[config.mk]
export PLATFORM = sky130hd
export DESIGN_NAME = apb_slave_regfile
export DESIGN_NICKNAME = d
export VERILOG_FILES = /design/src/rtl/apb_pkg.sv /design/src/rtl/apb_regfile.sv /design/src/rtl/apb_slave_regfile.sv
export SDC_FILE = /design/constraint.sdc
export NUM_CORES = 1
export LEC_CHECK = 0
export ABC_CLOCK_PERIOD_IN_PS = 3450
export BUFFER_PORTS_ARGS = -buffer_cell sky130_fd_sc_hd__clkbuf_2
export CAP_MARGIN = 5
export CORE_MARGIN = 3
export CORE_UTILIZATION = 30
export DETAILED_ROUTE_END_ITERATION = 10
export PLACE_DENSITY = 0.52
export RECOVER_POWER = 50
export REMOVE_ABC_BUFFERS = 1
export SLEW_MARGIN = 25
export SYNTH_ARGS = -nofsm -noshare
export SYNTH_HDL_FRONTEND = slang
export SYNTH_HIERARCHICAL = 1
export SYNTH_SLANG_ARGS = --single-unit
export TNS_END_PERCENT = 30
[constraint.sdc]
create_clock -name PCLK -period 3.45 [get_ports PCLK]
set_input_delay 0.5175 -clock PCLK [delete_from_list [all_inputs] [get_ports PCLK]]
set_output_delay 0.5175 -clock PCLK [all_outputs]
set_load 0.005 [all_outputs]
[src/rtl/apb_pkg.sv]
// apb_pkg: shared types and constants for the APB completer and its register file.
`ifndef D_ADDR_WIDTH
`define D_ADDR_WIDTH 32
`endif
`ifndef D_DATA_WIDTH
`define D_DATA_WIDTH 32
`endif

package apb_pkg;
    localparam int IDX_LSB = 2;
    typedef enum logic [1:0] {IDLE, SETUP, WAIT, RESP} apb_slv_state_e;
    typedef logic [`D_DATA_WIDTH-1:0] apb_data_t;
    typedef logic [`D_ADDR_WIDTH-1:0] apb_addr_t;
endpackage

[src/rtl/apb_regfile.sv]
// apb_regfile: word array with synchronous write and combinational read.
module apb_regfile #(
    parameter int NUM_REGS = 16,
    parameter int DATA_WIDTH = 32,
    parameter int IW = $clog2(NUM_REGS),
    parameter logic [DATA_WIDTH-1:0] RESET_VAL = '0
) (
    input  logic                  clk,
    input  logic                  rst,
    input  logic                  we,
    input  logic [IW-1:0]         widx,
    input  logic [DATA_WIDTH-1:0] wdata,
    input  logic [IW-1:0]         ridx,
    output logic [DATA_WIDTH-1:0] rdata
);
    logic [DATA_WIDTH-1:0] mem [NUM_REGS];

    always_ff @(posedge clk) begin
        if (rst) begin
            for (int i = 0; i < NUM_REGS; i++) mem[i] <= RESET_VAL;
        end else if (we) begin
            mem[widx] <= wdata;
        end
    end

    assign rdata = mem[ridx];
endmodule

[src/rtl/apb_slave_regfile.sv]
// apb_slave_regfile: APB completer with programmable wait states and a one-cycle
// registered PREADY pulse in front of a word-addressed register file.
`ifndef D_ADDR_WIDTH
`define D_ADDR_WIDTH 32
`endif
`ifndef D_DATA_WIDTH
`define D_DATA_WIDTH 32
`endif

module apb_slave_regfile
    import apb_pkg::*;
#(
    parameter int ADDR_WIDTH = `D_ADDR_WIDTH,
    parameter int DATA_WIDTH = `D_DATA_WIDTH,
    parameter int NUM_REGS = 16,
    parameter int WAIT_STATES = 1,
    parameter logic [DATA_WIDTH-1:0] RESET_VAL = '0
) (
    input  logic                  PCLK,
    input  logic                  PRESET,
    input  logic                  PSEL,
    input  logic                  PENABLE,
    input  logic                  PWRITE,
    input  logic [ADDR_WIDTH-1:0] PADDR,
    input  logic [DATA_WIDTH-1:0] PWDATA,
    output logic                  PREADY,
    output logic [DATA_WIDTH-1:0] PRDATA,
    output logic                  o_addr_err
);
    localparam int IW = $clog2(NUM_REGS);
    localparam logic [3:0] CNT_INIT = 4'(WAIT_STATES > 0 ? WAIT_STATES - 1 : 0);

    apb_slv_state_e state, state_n;
    logic [3:0] cnt, cnt_n;
    logic [IW-1:0] idx_q;
    logic oor_q, write_q, we;
    logic [DATA_WIDTH-1:0] wdata_q, rdata;

    // Writes commit on the RESP exit edge, so a following read sees them.
    assign we = state == RESP && write_q && !oor_q;

    apb_regfile #(
        .NUM_REGS(NUM_REGS),
        .DATA_WIDTH(DATA_WIDTH),
        .IW(IW),
        .RESET_VAL(RESET_VAL)
    ) u_regs (
        .clk(PCLK),
        .rst(PRESET),
        .we(we),
        .widx(idx_q),
        .wdata(wdata_q),
        .ridx(idx_q),
        .rdata(rdata)
    );

    always_comb begin
        state_n = state;
        cnt_n = cnt;
        case (state)
            IDLE:  state_n = (PSEL && !PENABLE) ? SETUP : IDLE;
            SETUP: begin
                if (!PSEL) begin
                    state_n = IDLE;
                end else if (PENABLE) begin
                    state_n = (WAIT_STATES > 0) ? WAIT : RESP;
                    cnt_n = CNT_INIT;
                end
            end
            WAIT: begin
                if (!PSEL || !PENABLE) state_n = IDLE;
                else if (cnt == 4'd0) state_n = RESP;
                else cnt_n = cnt - 4'd1;
            end
            RESP:    state_n = (PSEL && !PENABLE) ? SETUP : IDLE;
            default: state_n = IDLE;
        endcase
    end

    always_ff @(posedge PCLK) begin
        if (PRESET) begin
            state <= IDLE;
            cnt <= 4'd0;
            PREADY <= 1'b0;
            PRDATA <= '0;
            o_addr_err <= 1'b0;
            idx_q <= '0;
            oor_q <= 1'b0;
            write_q <= 1'b0;
            wdata_q <= '0;
        end else begin
            state <= state_n;
            cnt <= cnt_n;
            PREADY <= state_n == RESP;
            if (state_n == SETUP) begin
                idx_q <= PADDR[IDX_LSB +: IW];
                oor_q <= |(PADDR >> (IDX_LSB + IW));
                write_q <= PWRITE;
                wdata_q <= PWDATA;
            end
            if (state_n == RESP && !write_q) PRDATA <= oor_q ? '0 : rdata;
            if (state_n == RESP && oor_q) o_addr_err <= 1'b1;
        end
    end
endmodule

Word level (Yosys, flattened, before mapping)
Memories as Yosys holds them, arrays and structs flattened. A register that Yosys moved wholly into a read port is not among the register bits. Index checks and enable logic that the tools add are counted.

Register bits after elaboration: 78. Memory bits (writable): 512. Bits of input ports: 69. Output and inout bits: 34. Word-level logic and storage cells: 59. Memories kept: 1.

Add/sub/neg operators: 1. Eq/ne operators: 9. Multiplexer cells: 22. Reduce and logical (&&, ||, !) cells: 17.

Memories: u_regs.mem (words 16, width 32, rd ports 1, clocked after Yosys merged registers in 1, wr ports 16, RTL line apb_regfile.sv:16) `logic [DATA_WIDTH-1:0] mem [NUM_REGS];`.

Operators by type and width (count): 2-to-1 mux 32 bit (2); OR reduction 32 bit (1); 2-to-1 mux 4 bit (7); OR reduction 26 bit (1); 2-to-1 mux 2 bit (4); inequality test 2 bit (second input constant) (4); case mux 4 bit (2 select lines) (1); 2-to-1 mux 1 bit (7); == test 2 bit (second input constant) (3); case mux 2 bit (3 select lines) (1); logical AND 1 bit (5); AND reduction 5 bit (1); == test 2 x 1 -> 1 bit (second input constant) (2); zero test 1 bit (4); zero test 4 bit (1); subtractor 4 x 1 -> 4 bit (second input constant) (1); zero test 2 bit (1); nonzero test 2 bit (1); OR reduction 2 bit (1); logical OR 1 bit (1).

Depth between registers and ports, before layout
Depth after elaboration: 8. Mapped depth: 8. Gate-level depth less buffers: 6.

Hierarchy
Netlist, hierarchy kept.

Modules (own cells, without submodules): apb_regfile (times used 1, cells an instance 1416, area each 22863.2 um^2, seq. area each 15374.7 um^2); apb_slave_regfile (times used 1, cells an instance 311, area each 3086.7 um^2, seq. area each 1561.5 um^2).

Least setup slack after synthesis
No wires, ideal clock.

Path kind: register to register. Start: register state[0]. End: memory u_regs.mem[0][0], enable pin. Library setup time: 0.375 ns. Arrival time: 2.103 ns. Data required time: 3.075 ns. Setup slack: 0.973 ns. Cell stages (with the launch flop): 6. Buffers on the path: 0. Clock period less this slack: 2.477 ns. Cells stage by stage: dfxtp_1 ha_1 nor3b_1 or4b_4 nor3_4 or2_2.

RTL lines: start, declared (RTL line apb_slave_regfile.sv:33) `apb_slv_state_e state, state_n;`; start signal, assigned (RTL line apb_slave_regfile.sv:92) `state <= state_n;`; end, declared (RTL line apb_regfile.sv:16).

==> impl_metrics.json <==
{
  "status": "finished, final reports clean",
  "ioPinCount": 103,
  "dp_hpwl_mm": 40.7,
  "post-place-ws_ns": 0.731,
  "row_count": 107,
  "synthCells": 1727,
  "cts_inserted_buffers": 69,
  "grt_usage_pct": 15.6,
  "slew_headroom_pct": 20.9,
  "cpPeakStageDelay_ns": 0.71,
  "ys_ff_latch": 590,
  "antenna_found_initial": 2,
  "critPathSlowestCell": "clkbuf_1",
  "finalHoldViolCount": 0,
  "wl_per_cell_microns": 23.0,
  "cap_violations": 0,
  "routabilityCongestion": 0.748,
  "ant_nets": 0,
  "grt_pass1_wl_mm": 103,
  "drtPass1Iterations": 5,
  "fin_crit_sh_pct": 86.0,
  "core_area_sq_mm": 0.0854,
  "start_util_pct": 30.4,
  "ctsHoldBuffers": 0,
  "synth_area_sq_mm": 0.0259,
  "skew_ns": 0.0357,
  "die_w_microns": 300,
  "leakagePower_nw": 10.7,
  "antennaDiodeCount": 0,
  "ys.flop_type": "edfxtp_1",
  "grt_setup_unrepaired": "false",
  "clkTransAtPathRegs_ns": 0.06,
  "ys_warn_count": 6,
  "seq_area_sq_mm": 0.0169,
  "overflow": 0,
  "avgSynthCellArea_sq_um": 15.0,
  "postCtsSetupBuffers": 0,
  "fmax_mhz": 337,
  "drc": 0,
  "worstSkewPairLatency_ns": 0.61,
  "area_growth_pct": 17.0,
  "grt_pass1_vias": 15700,
  "grt_max_degree": 55,
  "critPathCaptureType": "flip-flop",
  "synth_edf_count": 512,
  "fill_cells": 8298,
  "period_minus_slack_ns": 2.97,
  "fin_ws_ns": 0.481,
  "drt-total-wl_mm": 69.7,
  "hold_ws_ns": 0.134,
  "crit_path_start_kind": "flip-flop",
  "worst_pin_slew_ns": 1.19,
  "drv_slew": 0,
  "ir_worst_vdd_uv": 378,
  "synth.distinct_cells": 49,
  "hold_path_class": "input port to flip-flop",
  "drive_above_1_share_pct": 21.8,
  "worstPathMaxFanout": 13,
  "clk_path_buf_depth": 3,
  "num_vias": 14700,
  "avgViaCountPerCell": 4.84,
  "cp.required_ns": 3.91,
  "root_buffer": "clkbuf_16",
  "critical_path_class": "flip-flop to flip-flop",
  "power_density_mw_per_mm2": 538,
  "cts_resized": 0,
  "port_buffers": 100,
  "drt_iter0_drc": 1160,
  "ys_async_sr_fraction_pct": 0,
  "cp.arrival_ns": 3.42,
  "htreeDepth": 3,
  "final_core_utilization_pct": 35.5,
  "die_h_microns": 300,
  "multiInputGateArea_sq_mm": 0.00845,
  "dieArea_sq_mm": 0.0901,
  "setup_viol": 0,
  "critical_path.most_common_cell": "clkbuf_1",
  "nNetsFinal": 1901,
  "cts_tree": "done",
  "crit_chain": "ha_1 -> nor3b_1 -> clkbuf_1 -> nand4bb_1 -> nor3_1 -> clkbuf_1 -> and2_2",
  "clkSinkCount": 590,
  "synth-seq-area-share_pct": 65.3
}
-- registers in the layout, summed over array words and instances, names as in the netlist --
register	flops
PRDATA	32
state	2
u_regs/mem	512
write_q	1
PREADY	1
cnt	4
idx_q	4
o_addr_err	1
oor_q	1
wdata_q	32
-- cell usage after synthesis (all sizes together), types with 3 or more instances --
cell type  instances  area share, %
mux4             128             11
clkbuf           115            1.7
nor3               6           0.16
dfxtp             78            6.0
and2             514             12
nand2            110            1.6
nor2              24           0.43
edfxtp           512             59
or2               16           0.39
a22oi             64            1.9
buf               30           0.70
mux2i             40            1.5
nand3              3          0.077
inv                9           0.13
nor4               8           0.19
ha                 6           0.29
a21oi              3          0.058
a22o              33            1.1
-- power by group --
group	internal [mW]	leakage (nW)	total (mW)	switching (mW)
sequential	7.96	5.91	8.11	0.149
clock	4.42	1.11	7.32	2.90
combinational	0.376	3.67	0.897	0.522
total	12.8	10.7	16.3	3.57
-- area by class of cell --
cell class | instances | share of cell area, %
flip-flops and latches | 590 | 55.8
inverters | 9 | 0.119
clock buffers | 100 | 6.58
clock inverters | 28 | 0.981
multi-input cells | 983 | 27.8
well taps | 1144 | 4.71
repair buffers | 173 | 3.97
-- stage by stage --
step,TNS [ns],instances,power (mW),area [sq um]
after global placement,0,2899,9.16,28200
after CTS,0,3027,16.5,30500
after floorplan,-4150.07,1582,8.76,25300
final,0,3027,16.3,30400
after global routing,0,3027,16.9,30400
after detailed placement,0,2899,9.18,28200
-- layer usage --
metal,GRT usage [%],vias to the layer above,wire (microns)
met1,21.2,7599,30700
met2,25.9,430,33700
li1,-,6534,-
met5,0,-,0
met4,4.58,0,1460
met3,2.56,90,3890
-- path summary, 6_finish.rpt --
check / cells past startpoint / startpoint / end / slack [ns]
min: 3 / PADDR[3] / idx_q[1] / 0.13
max reg2reg: 7 / state[0] / u_regs/mem[8][9] / 0.48
max: 7 / state[0] / u_regs/mem[8][9] / 0.48
min reg2reg: 1 / PRDATA[23] / PRDATA[23] / 0.48
-- placed cells by master (no fill, tap or decap), types with 3 or more instances in the layout --
cell type,n
edfxtp_1,512
and2_1,388
mux4_2,128
and2_0,113
nand2_1,110
clkbuf_2,84
dfxtp_1,76
clkbuf_16,73
a22oi_1,64
clkbuf_1,59
mux2i_1,40
a22o_1,33
buf_4,27
buf_12,21
or2_2,15
nor2_1,13
and2_2,13
nor2_4,11
clkinv_1,9
inv_1,8
nor4_1,8
clkbuf_8,7
ha_1,6
nor3_1,5
clkinv_2,5
bufinv_16,5
clkinvlp_4,4
a21oi_1,3
-- worst max-delay path, delay by kind of cell, from the launching register on --
kind                     cells  cell delay (ns)
adder cells (fa/ha/maj)      1             0.18
buffers and inverters        2             0.97
flip-flops                   1             0.43
AND/OR/NAND/NOR              4             1.22
-- logic make-up after synthesis --
group,Yosys count,synth area share [%]
xor gates and xnor gates,2,0.0675
adders and majority gates,6,0.289
DFF,590,65.3
buffers and inverters,154,2.53
AOI/OAI and AO/OA,107,3.23
and+or+nand+nor,700,16.0
muxes,168,12.7
(Power assumes the default switching activity.)
